===== src/rtl/dlsc_pcie_s6_inbound_read_split.sv =====
`default_nettype none
// ============================================================================
// Module   : dlsc_pcie_s6_inbound_read_split
// Function : Splits one inbound memory read request into CplD headers that
//            respect Max_Payload_Size and the Read Completion Boundary.
//            Optional: DLSC_PCIE_S6_INBOUND_READ_UR_EN (UR completion on err).
// Revision : 1.0 - initial release
// ============================================================================
module dlsc_pcie_s6_inbound_read_split #(
   parameter int ADDR    = 32,
   parameter int MPS_MAX = 2
) (
   input  logic            clk,
   input  logic            rst_n,

   output logic            req_h_ready,
   input  logic            req_h_valid,
   input  logic [ADDR-3:0] req_h_addr,
   input  logic [9:0]      req_h_len,
   input  logic [7:0]      req_h_tag,
   input  logic [15:0]     req_h_reqid,
   input  logic [3:0]      req_h_be_first,
   input  logic [3:0]      req_h_be_last,
   input  logic            req_h_err,

   input  logic            cpl_h_ready,
   output logic            cpl_h_valid,
   output logic [ADDR-3:0] cpl_h_addr,
   output logic [9:0]      cpl_h_len,
   output logic [7:0]      cpl_h_tag,
   output logic [15:0]     cpl_h_reqid,
   output logic [6:0]      cpl_h_lower_addr,
   output logic [11:0]     cpl_h_byte_count,
   output logic [2:0]      cpl_h_status,
   output logic            cpl_h_last,

   input  logic [2:0]      max_payload_size,
   input  logic            rcb
);

   localparam logic [2:0] C_MPS_MAX   = 3'(MPS_MAX);
   localparam logic [2:0] C_STATUS_SC = 3'b000;

   typedef enum logic [1:0] {
      ST_IDLE = 2'd0,
      ST_CALC = 2'd1,
      ST_SEND = 2'd2
   } state_t;

   state_t r_state, w_state_next;

   // Zero bits below the lowest enabled byte.
   function automatic logic [1:0] f_lead(input logic [3:0] be);
      casez (be)
         4'b???1: f_lead = 2'd0;
         4'b??10: f_lead = 2'd1;
         4'b?100: f_lead = 2'd2;
         4'b1000: f_lead = 2'd3;
         default: f_lead = 2'd0;
      endcase
   endfunction

   // Zero bits above the highest enabled byte.
   function automatic logic [1:0] f_trail(input logic [3:0] be);
      casez (be)
         4'b1???: f_trail = 2'd0;
         4'b01??: f_trail = 2'd1;
         4'b001?: f_trail = 2'd2;
         4'b0001: f_trail = 2'd3;
         default: f_trail = 2'd0;
      endcase
   endfunction

   logic [ADDR-3:0] r_addr;
   logic [10:0]     r_rem;
   logic [12:0]     r_bc;
   logic [1:0]      r_lead;
   logic            r_first;
   logic [10:0]     r_chunk;
   logic [7:0]      r_tag;
   logic [15:0]     r_reqid;
   logic [9:0]      r_cpl_len;
   logic [11:0]     r_cpl_bc;
   logic [6:0]      r_cpl_la;
   logic            r_cpl_last;
   logic [2:0]      r_cpl_status;
`ifdef DLSC_PCIE_S6_INBOUND_READ_UR_EN
   logic            r_err;
`else
   logic            w_unused_err;
   assign w_unused_err = req_h_err;
`endif

   // ---- request-side initial values ----
   logic [10:0] w_req_rem;
   logic [1:0]  w_req_lead;
   logic [12:0] w_req_bc;

   always_comb begin
      w_req_rem  = (req_h_len == 10'd0) ? 11'd1024 : {1'b0, req_h_len};
      w_req_lead = f_lead(req_h_be_first);
      w_req_bc   = 13'd0;
      if (w_req_rem == 11'd1) begin
         // Single DW: span from lowest to highest enabled byte; 1 for zero-length.
         if (req_h_be_first == 4'd0)
            w_req_bc = 13'd1;
         else
            w_req_bc = 13'd4 - {11'd0, w_req_lead} - {11'd0, f_trail(req_h_be_first)};
      end else begin
         w_req_bc = {w_req_rem, 2'b00} - {11'd0, w_req_lead} - {11'd0, f_trail(req_h_be_last)};
      end
   end

   // ---- chunk sizing: stop at the next RCB boundary inside the MPS window ----
   logic [2:0]  w_mps_eff;
   logic [10:0] w_max_dw;
   logic [10:0] w_off;
   logic [10:0] w_room;
   logic [10:0] w_chunk;
   logic        w_last;
   logic [6:0]  w_la;

   always_comb begin
      w_mps_eff = (max_payload_size > C_MPS_MAX) ? C_MPS_MAX : max_payload_size;
      w_max_dw  = 11'd32 << w_mps_eff;
      w_off     = rcb ? {6'd0, r_addr[4:0]} : {7'd0, r_addr[3:0]};
      w_room    = w_max_dw - w_off;
      w_chunk   = (r_rem < w_room) ? r_rem : w_room;
      w_last    = (w_chunk == r_rem);
      w_la      = {r_addr[4:0], (r_first ? r_lead : 2'b00)};
   end

   // ---- FSM ----
   always_ff @(posedge clk or negedge rst_n) begin
      if (!rst_n) r_state <= ST_IDLE;
      else        r_state <= w_state_next;
   end

   always_comb begin
      w_state_next = r_state;
      case (r_state)
         ST_IDLE: if (req_h_valid) w_state_next = ST_CALC;
         ST_CALC: w_state_next = ST_SEND;
         ST_SEND: if (cpl_h_ready) w_state_next = r_cpl_last ? ST_IDLE : ST_CALC;
         default: w_state_next = ST_IDLE;
      endcase
   end

   assign req_h_ready = (r_state == ST_IDLE);
   assign cpl_h_valid = (r_state == ST_SEND);

   // ---- datapath ----
   always_ff @(posedge clk or negedge rst_n) begin
      if (!rst_n) begin
         r_addr       <= '0;
         r_rem        <= '0;
         r_bc         <= '0;
         r_lead       <= '0;
         r_first      <= 1'b0;
         r_chunk      <= '0;
         r_tag        <= '0;
         r_reqid      <= '0;
         r_cpl_len    <= '0;
         r_cpl_bc     <= '0;
         r_cpl_la     <= '0;
         r_cpl_last   <= 1'b0;
         r_cpl_status <= '0;
`ifdef DLSC_PCIE_S6_INBOUND_READ_UR_EN
         r_err        <= 1'b0;
`endif
      end else begin
         case (r_state)
            ST_IDLE: begin
               if (req_h_valid) begin
                  r_addr  <= req_h_addr;
                  r_rem   <= w_req_rem;
                  r_bc    <= w_req_bc;
                  r_lead  <= w_req_lead;
                  r_first <= 1'b1;
                  r_tag   <= req_h_tag;
                  r_reqid <= req_h_reqid;
`ifdef DLSC_PCIE_S6_INBOUND_READ_UR_EN
                  r_err   <= req_h_err;
`endif
               end
            end
            ST_CALC: begin
               r_chunk      <= w_chunk;
               r_cpl_len    <= w_chunk[9:0];
               r_cpl_bc     <= r_bc[11:0];
               r_cpl_la     <= w_la;
               r_cpl_last   <= w_last;
               r_cpl_status <= C_STATUS_SC;
`ifdef DLSC_PCIE_S6_INBOUND_READ_UR_EN
               if (r_err) begin
                  // Unsupported request: single data-less completion.
                  r_chunk      <= 11'd0;
                  r_cpl_len    <= 10'd0;
                  r_cpl_bc     <= 12'd4;
                  r_cpl_la     <= 7'd0;
                  r_cpl_last   <= 1'b1;
                  r_cpl_status <= 3'b001;
               end
`endif
            end
            ST_SEND: begin
               if (cpl_h_ready) begin
                  r_addr  <= r_addr + (ADDR-2)'(r_chunk);
                  r_rem   <= r_rem - r_chunk;
                  r_bc    <= r_bc - ({r_chunk, 2'b00} - {11'd0, (r_first ? r_lead : 2'b00)});
                  r_first <= 1'b0;
               end
            end
            default: ;
         endcase
      end
   end

   assign cpl_h_addr       = r_addr;
   assign cpl_h_len        = r_cpl_len;
   assign cpl_h_tag        = r_tag;
   assign cpl_h_reqid      = r_reqid;
   assign cpl_h_lower_addr = r_cpl_la;
   assign cpl_h_byte_count = r_cpl_bc;
   assign cpl_h_status     = r_cpl_status;
   assign cpl_h_last       = r_cpl_last;

endmodule
`default_nettype wire


===== config.mk =====
export PLATFORM = sky130hd
export DESIGN_NAME = dlsc_pcie_s6_inbound_read_split
export DESIGN_NICKNAME = d
export VERILOG_FILES = /design/src/rtl/dlsc_pcie_s6_inbound_read_split.sv
export SDC_FILE = /design/constraint.sdc
export NUM_CORES = 1
export LEC_CHECK = 0
export BUFFER_PORTS_ARGS = -buffer_cell sky130_fd_sc_hd__buf_2
export CAP_MARGIN = 0
export CELL_PAD_IN_SITES_DETAIL_PLACEMENT = 1
export CELL_PAD_IN_SITES_GLOBAL_PLACEMENT = 1
export CORE_MARGIN = 4
export CORE_UTILIZATION = 30
export CTS_CLUSTER_SIZE = 14
export DETAILED_ROUTE_END_ITERATION = 12
export GPL_TIMING_DRIVEN = 0
export PLACE_DENSITY_LB_ADDON = 0.1
export SLEW_MARGIN = 20
export SYNTH_ARGS = -nofsm -noshare
export SYNTH_HDL_FRONTEND = slang
export SYNTH_SLANG_ARGS = --single-unit

===== constraint.sdc =====
create_clock -name clk -period 2.4 [get_ports clk]
set_input_delay 0.48 -clock clk [delete_from_list [all_inputs] [get_ports clk]]
set_output_delay 0.48 -clock clk [all_outputs]
set_load 0.005 [all_outputs]

==> flow_metrics.py <==
metrics = {
    "status": {
        "outcome": "finished with violations",
        "violations": "setup timing",
    },
    "power": {
        "power.internal_mw": 9.48,
        "switching_power_mw": 8.62,
        "leakage_dissipation_nw": 5.01,
        "vdd.ir_drop.worst_v": 0.000566,
        "clockPowerShare_pct": 14.5,
        "combinationalPowerShare_pct": 64.3,
        "totalPowerFinal_mw": 18.1,
        "pwr_density_cell_mw_per_mm2": 1650,
        "switching_share_pct": 47.6,
        "pwr-share-seq_pct": 21.2,
    },
    "critical_path": {
        "cp_cell_sequence": "buf_8, nand2b_4, a21o_1, ha_2, ha_4, fa_2, or4_4, buf_6, nor4_4, xnor2_1, nand2_1, a32oi_1, nand2_1",
        "critical-path-max-stage-delay_ps": 460,
        "path_max_fanout": 3,
        "worst-endpoint-required_ps": 2730,
        "worst_ep_arrival_time_ps": 2900,
        "setup.worst_path.start_class": "primary input",
        "cp-end-kind": "register",
        "timing.critical_path.mode_cell": "sky130_fd_sc_hd__nand2_1",
        "critical_path_type": "in2reg",
        "timing.critical_path.buf_inv": 2,
        "crit_slowest_cell": "sky130_fd_sc_hd__or4_4",
        "cp_top_family": "simple AND/OR/NAND/NOR gates",
    },
    "timing": {
        "minimum_period_implied_by_the_final_worst_setup_slack_ps": 2580,
        "worst_slew_margin_rel_pct": 40.4,
        "final.setup.tns_ps": -2340,
        "layout_worst_path_cycle_share_pct": 107,
        "rsz_0062_raised_after_global_routing": "true",
        "finClkSkew_ps": 12.3,
        "fmax_mhz": 388,
        "transition_time_at_the_pin_with_the_least_slew_margin_ps": 894,
        "timing.final.hold_violations": 0,
        "setup-violations-final": 25,
        "post-route-worst-setup-slack_ps": -176,
        "report.final.slew_viol_count": 0,
    },
    "floorplanning": {
        "die_area_sq_mm": 0.0292,
        "design.portCount": 170,
        "placement_rows": 59,
        "die_width_microns": 171,
        "initial_core_utilization_pct": 30.5,
        "die_h_microns": 171,
        "core_area_sq_mm": 0.0261,
    },
    "logic_synthesis": {
        "synth.yosys.warnings": 0,
        "synthDominantCellAreaShare_pct": 35.5,
        "syn_area_sq_mm": 0.00797,
        "count_of_different_cell_masters_after_synthesis": 79,
        "post_synthesis_instance_total": 957,
        "post-synth-top-count-cell": "sky130_fd_sc_hd__nand2_1",
        "post_synth_main_area_contributors": "sky130_fd_sc_hd__dfrtp_1 35%, sky130_fd_sc_hd__nand2_1 10%, sky130_fd_sc_hd__ha_1 9.4%, sky130_fd_sc_hd__a21oi_1 3.1%, sky130_fd_sc_hd__nor2_1 2.8%",
        "synth.top_cells.by_count": "222 x sky130_fd_sc_hd__nand2_1, 113 x sky130_fd_sc_hd__dfrtp_1, 60 x sky130_fd_sc_hd__ha_1, 60 x sky130_fd_sc_hd__nor2_1, 50 x sky130_fd_sc_hd__a21oi_1",
        "postSynthAreaPerCell_sq_um": 8.33,
        "ys.flop_type": "sky130_fd_sc_hd__dfrtp_1",
        "netlist.top_cell.by_area": "sky130_fd_sc_hd__dfrtp_1",
        "post_synth_arst_share_pct": 100,
        "synth_edf_count": 0,
        "synth_sequential_area_ratio_pct": 35.5,
        "synth-seq-cells": 113,
    },
    "routing": {
        "detailed_route_via_count": 8172,
        "avgViaCountPerCell": 5.30,
        "antenna_violating_nets_post_route": 0,
        "firstDrtPassIters": 4,
        "routed_wire_length_per_instance_microns": 21.3,
        "post-route-drc-count": 0,
        "totalWireLength_microns": 32800,
        "detail_route.iter0.violations": 389,
    },
    "final_layout": {
        "final_nets": 1341,
        "ant_diodes": 0,
        "num-fill-cells": 3139,
        "layout-drive-gt1-share_pct": 34.4,
        "syn_to_final_growth_pct": 37.7,
    },
    "clocking": {
        "cts.sink_count": 113,
        "cts_htree_levels": 4,
        "clk_transition_reported_paths_ps": 70,
        "cts_tree": "yes",
        "clock_latency_ps": 440,
        "cts-buffers-inserted": 17,
        "ctsLongestPathBuffers": 2,
        "cts-root-buf": "sky130_fd_sc_hd__clkbuf_16",
    },
    "global_routing": {
        "grt_max_degree": 71,
        "antenna_violations_before_repair": 0,
        "grt_overflow": 0,
        "all_layer_gr_usage_pct": 22.3,
        "first_global_vias": 8560,
        "first_pass_grt_wire_length_microns": 49900,
    },
    "hold_path": {
        "holdCritPathClass": "in2reg",
    },
    "job": {
        "maxCapViolations": 0,
    },
    "placed_design": {
        "gp_congestion": 0.869,
        "hpwl_dp_microns": 23300,
        "io_buffer_count": 165,
    },
}
-- layout by cell type, fill, tap and decap left out, types with 7 or more instances in the layout --
master / count
sky130_fd_sc_hd__clkbuf_2: 11
sky130_fd_sc_hd__a211oi_1: 9
sky130_fd_sc_hd__dfrtp_2: 8
sky130_fd_sc_hd__a31oi_1: 17
sky130_fd_sc_hd__xnor2_1: 15
sky130_fd_sc_hd__ha_1: 42
sky130_fd_sc_hd__nor2_1: 53
sky130_fd_sc_hd__buf_6: 16
sky130_fd_sc_hd__nand4_1: 9
sky130_fd_sc_hd__or4_1: 8
sky130_fd_sc_hd__o21a_1: 8
sky130_fd_sc_hd__a21oi_2: 9
sky130_fd_sc_hd__nand2_1: 221
sky130_fd_sc_hd__o21ai_0: 31
sky130_fd_sc_hd__ha_4: 11
sky130_fd_sc_hd__xor2_1: 15
sky130_fd_sc_hd__dfrtp_1: 105
sky130_fd_sc_hd__ha_2: 7
sky130_fd_sc_hd__o211ai_1: 15
sky130_fd_sc_hd__buf_2: 163
sky130_fd_sc_hd__buf_4: 56
sky130_fd_sc_hd__a21oi_1: 39
sky130_fd_sc_hd__nor2b_1: 11
sky130_fd_sc_hd__clkbuf_1: 20
sky130_fd_sc_hd__inv_1: 23
sky130_fd_sc_hd__nand3_1: 35
sky130_fd_sc_hd__nor3_1: 16
sky130_fd_sc_hd__clkbuf_16: 17
-- worst register-to-register path, delay by kind of cell, from the launching register on --
family / cells / cell delay, ps
AOI/OAI and AO/OA: 4 / 710
adders and majority gates: 2 / 510
buffers and inverters: 2 / 150
DFF: 1 / 390
and+or+nand+nor: 2 / 750
-- repair_timing --
item | 4_1_cts | 5_1_grt
pin swaps | 30 | 57
resized for setup | 84 | 77
hold buffers | 1 | 0
setup endpoints to repair | 64 | 40
buffers inserted | 32 | 18
gates cloned | 1 | 0
hold endpoints to repair | 43 | 0
-- layout make-up --
class / instances / area, sq um / share of cell area (%)
Clock buffer: 17 / 425 / 3.88
Timing Repair Buffer: 216 / 1330 / 12.1
Tap cell: 335 / 419 / 3.82
Multi-Input combinational cell: 751 / 5270 / 48.0
Buffer: 62 / 385 / 3.51
Clock inverter: 15 / 163 / 1.48
Sequential cell: 113 / 2840 / 25.9
Inverter: 34 / 140 / 1.28
-- final timing paths --
check / endpoint / from / slack (ps) / cells past startpoint
setup / recovery: r_bc[9] / req_h_be_first[2] / -180 / 13
hold reg to reg: cpl_h_byte_count[0] / cpl_h_byte_count[0] / 470 / 2
min in group asynchronous: cpl_h_addr[17] / rst_n / 550 / 2
max in group asynchronous: cpl_h_tag[4] / rst_n / 1120 / 3
setup reg to reg: cpl_h_addr[14] / r_chunk[0] / -160 / 10
hold / removal: cpl_h_tag[1] / req_h_tag[1] / 230 / 3
-- layer usage --
layer  GRT usage, %  vias up  routed length, microns
li1               -     3869                       -
met1           29.9     4065                   14600
met2           37.1      195                   15700
met3           3.88       43                    1740
met4           5.96        0                     704
met5              0        -                       0
-- flip-flops by register name, indices dropped and copies added (netlist names) --
signal,flops
r_lead,2
r_first,1
r_chunk,11
r_bc,12
cpl_h_byte_count,12
cpl_h_reqid,16
cpl_h_lower_addr,7
cpl_h_last,1
r_state,2
cpl_h_tag,8
r_rem,11
cpl_h_addr,30
-- per-stage QoR --
stage | hold WS [ps] | cells | instance area (sq um) | util [%] | setup slack (ps)
2_1_floorplan | 184 | 961 | 8100 | - | -455
3_3_place_gp | 452 | 1461 | 9350 | 35.8 | -1100
3_5_place_dp | 413 | 1462 | 9390 | 35.9 | -852
4_1_cts | 219 | 1526 | 10500 | 40.4 | -286
5_1_grt | 216 | 1543 | 11000 | 42.0 | -276
6_report | 225 | 1543 | 11000 | 42.0 | -176
-- cells by family after synthesis --
logic type      Yosys count  synth area share, %
simple gates            427                 24.6
xor+xnor                 32                 3.61
buf+inv                  97                 5.86
fa+ha+maj                65                 10.7
flops                   113                 35.5
other cells               2               0.0942
compound gates          215                 18.9
mux                       6                0.785
-- power groups by stage --
stage          Sequential [mW]  Clock, mW  Combinational, mW
3_5_place_dp              3.89          0               9.62
5_1_grt                   3.99       2.76               12.9
6_report                  3.84       2.62               11.6
2_1_floorplan             3.63          0               6.57
3_3_place_gp              3.87          0               9.48
4_1_cts                   3.84       2.66               10.8
Power figures use the tool's default switching activity.
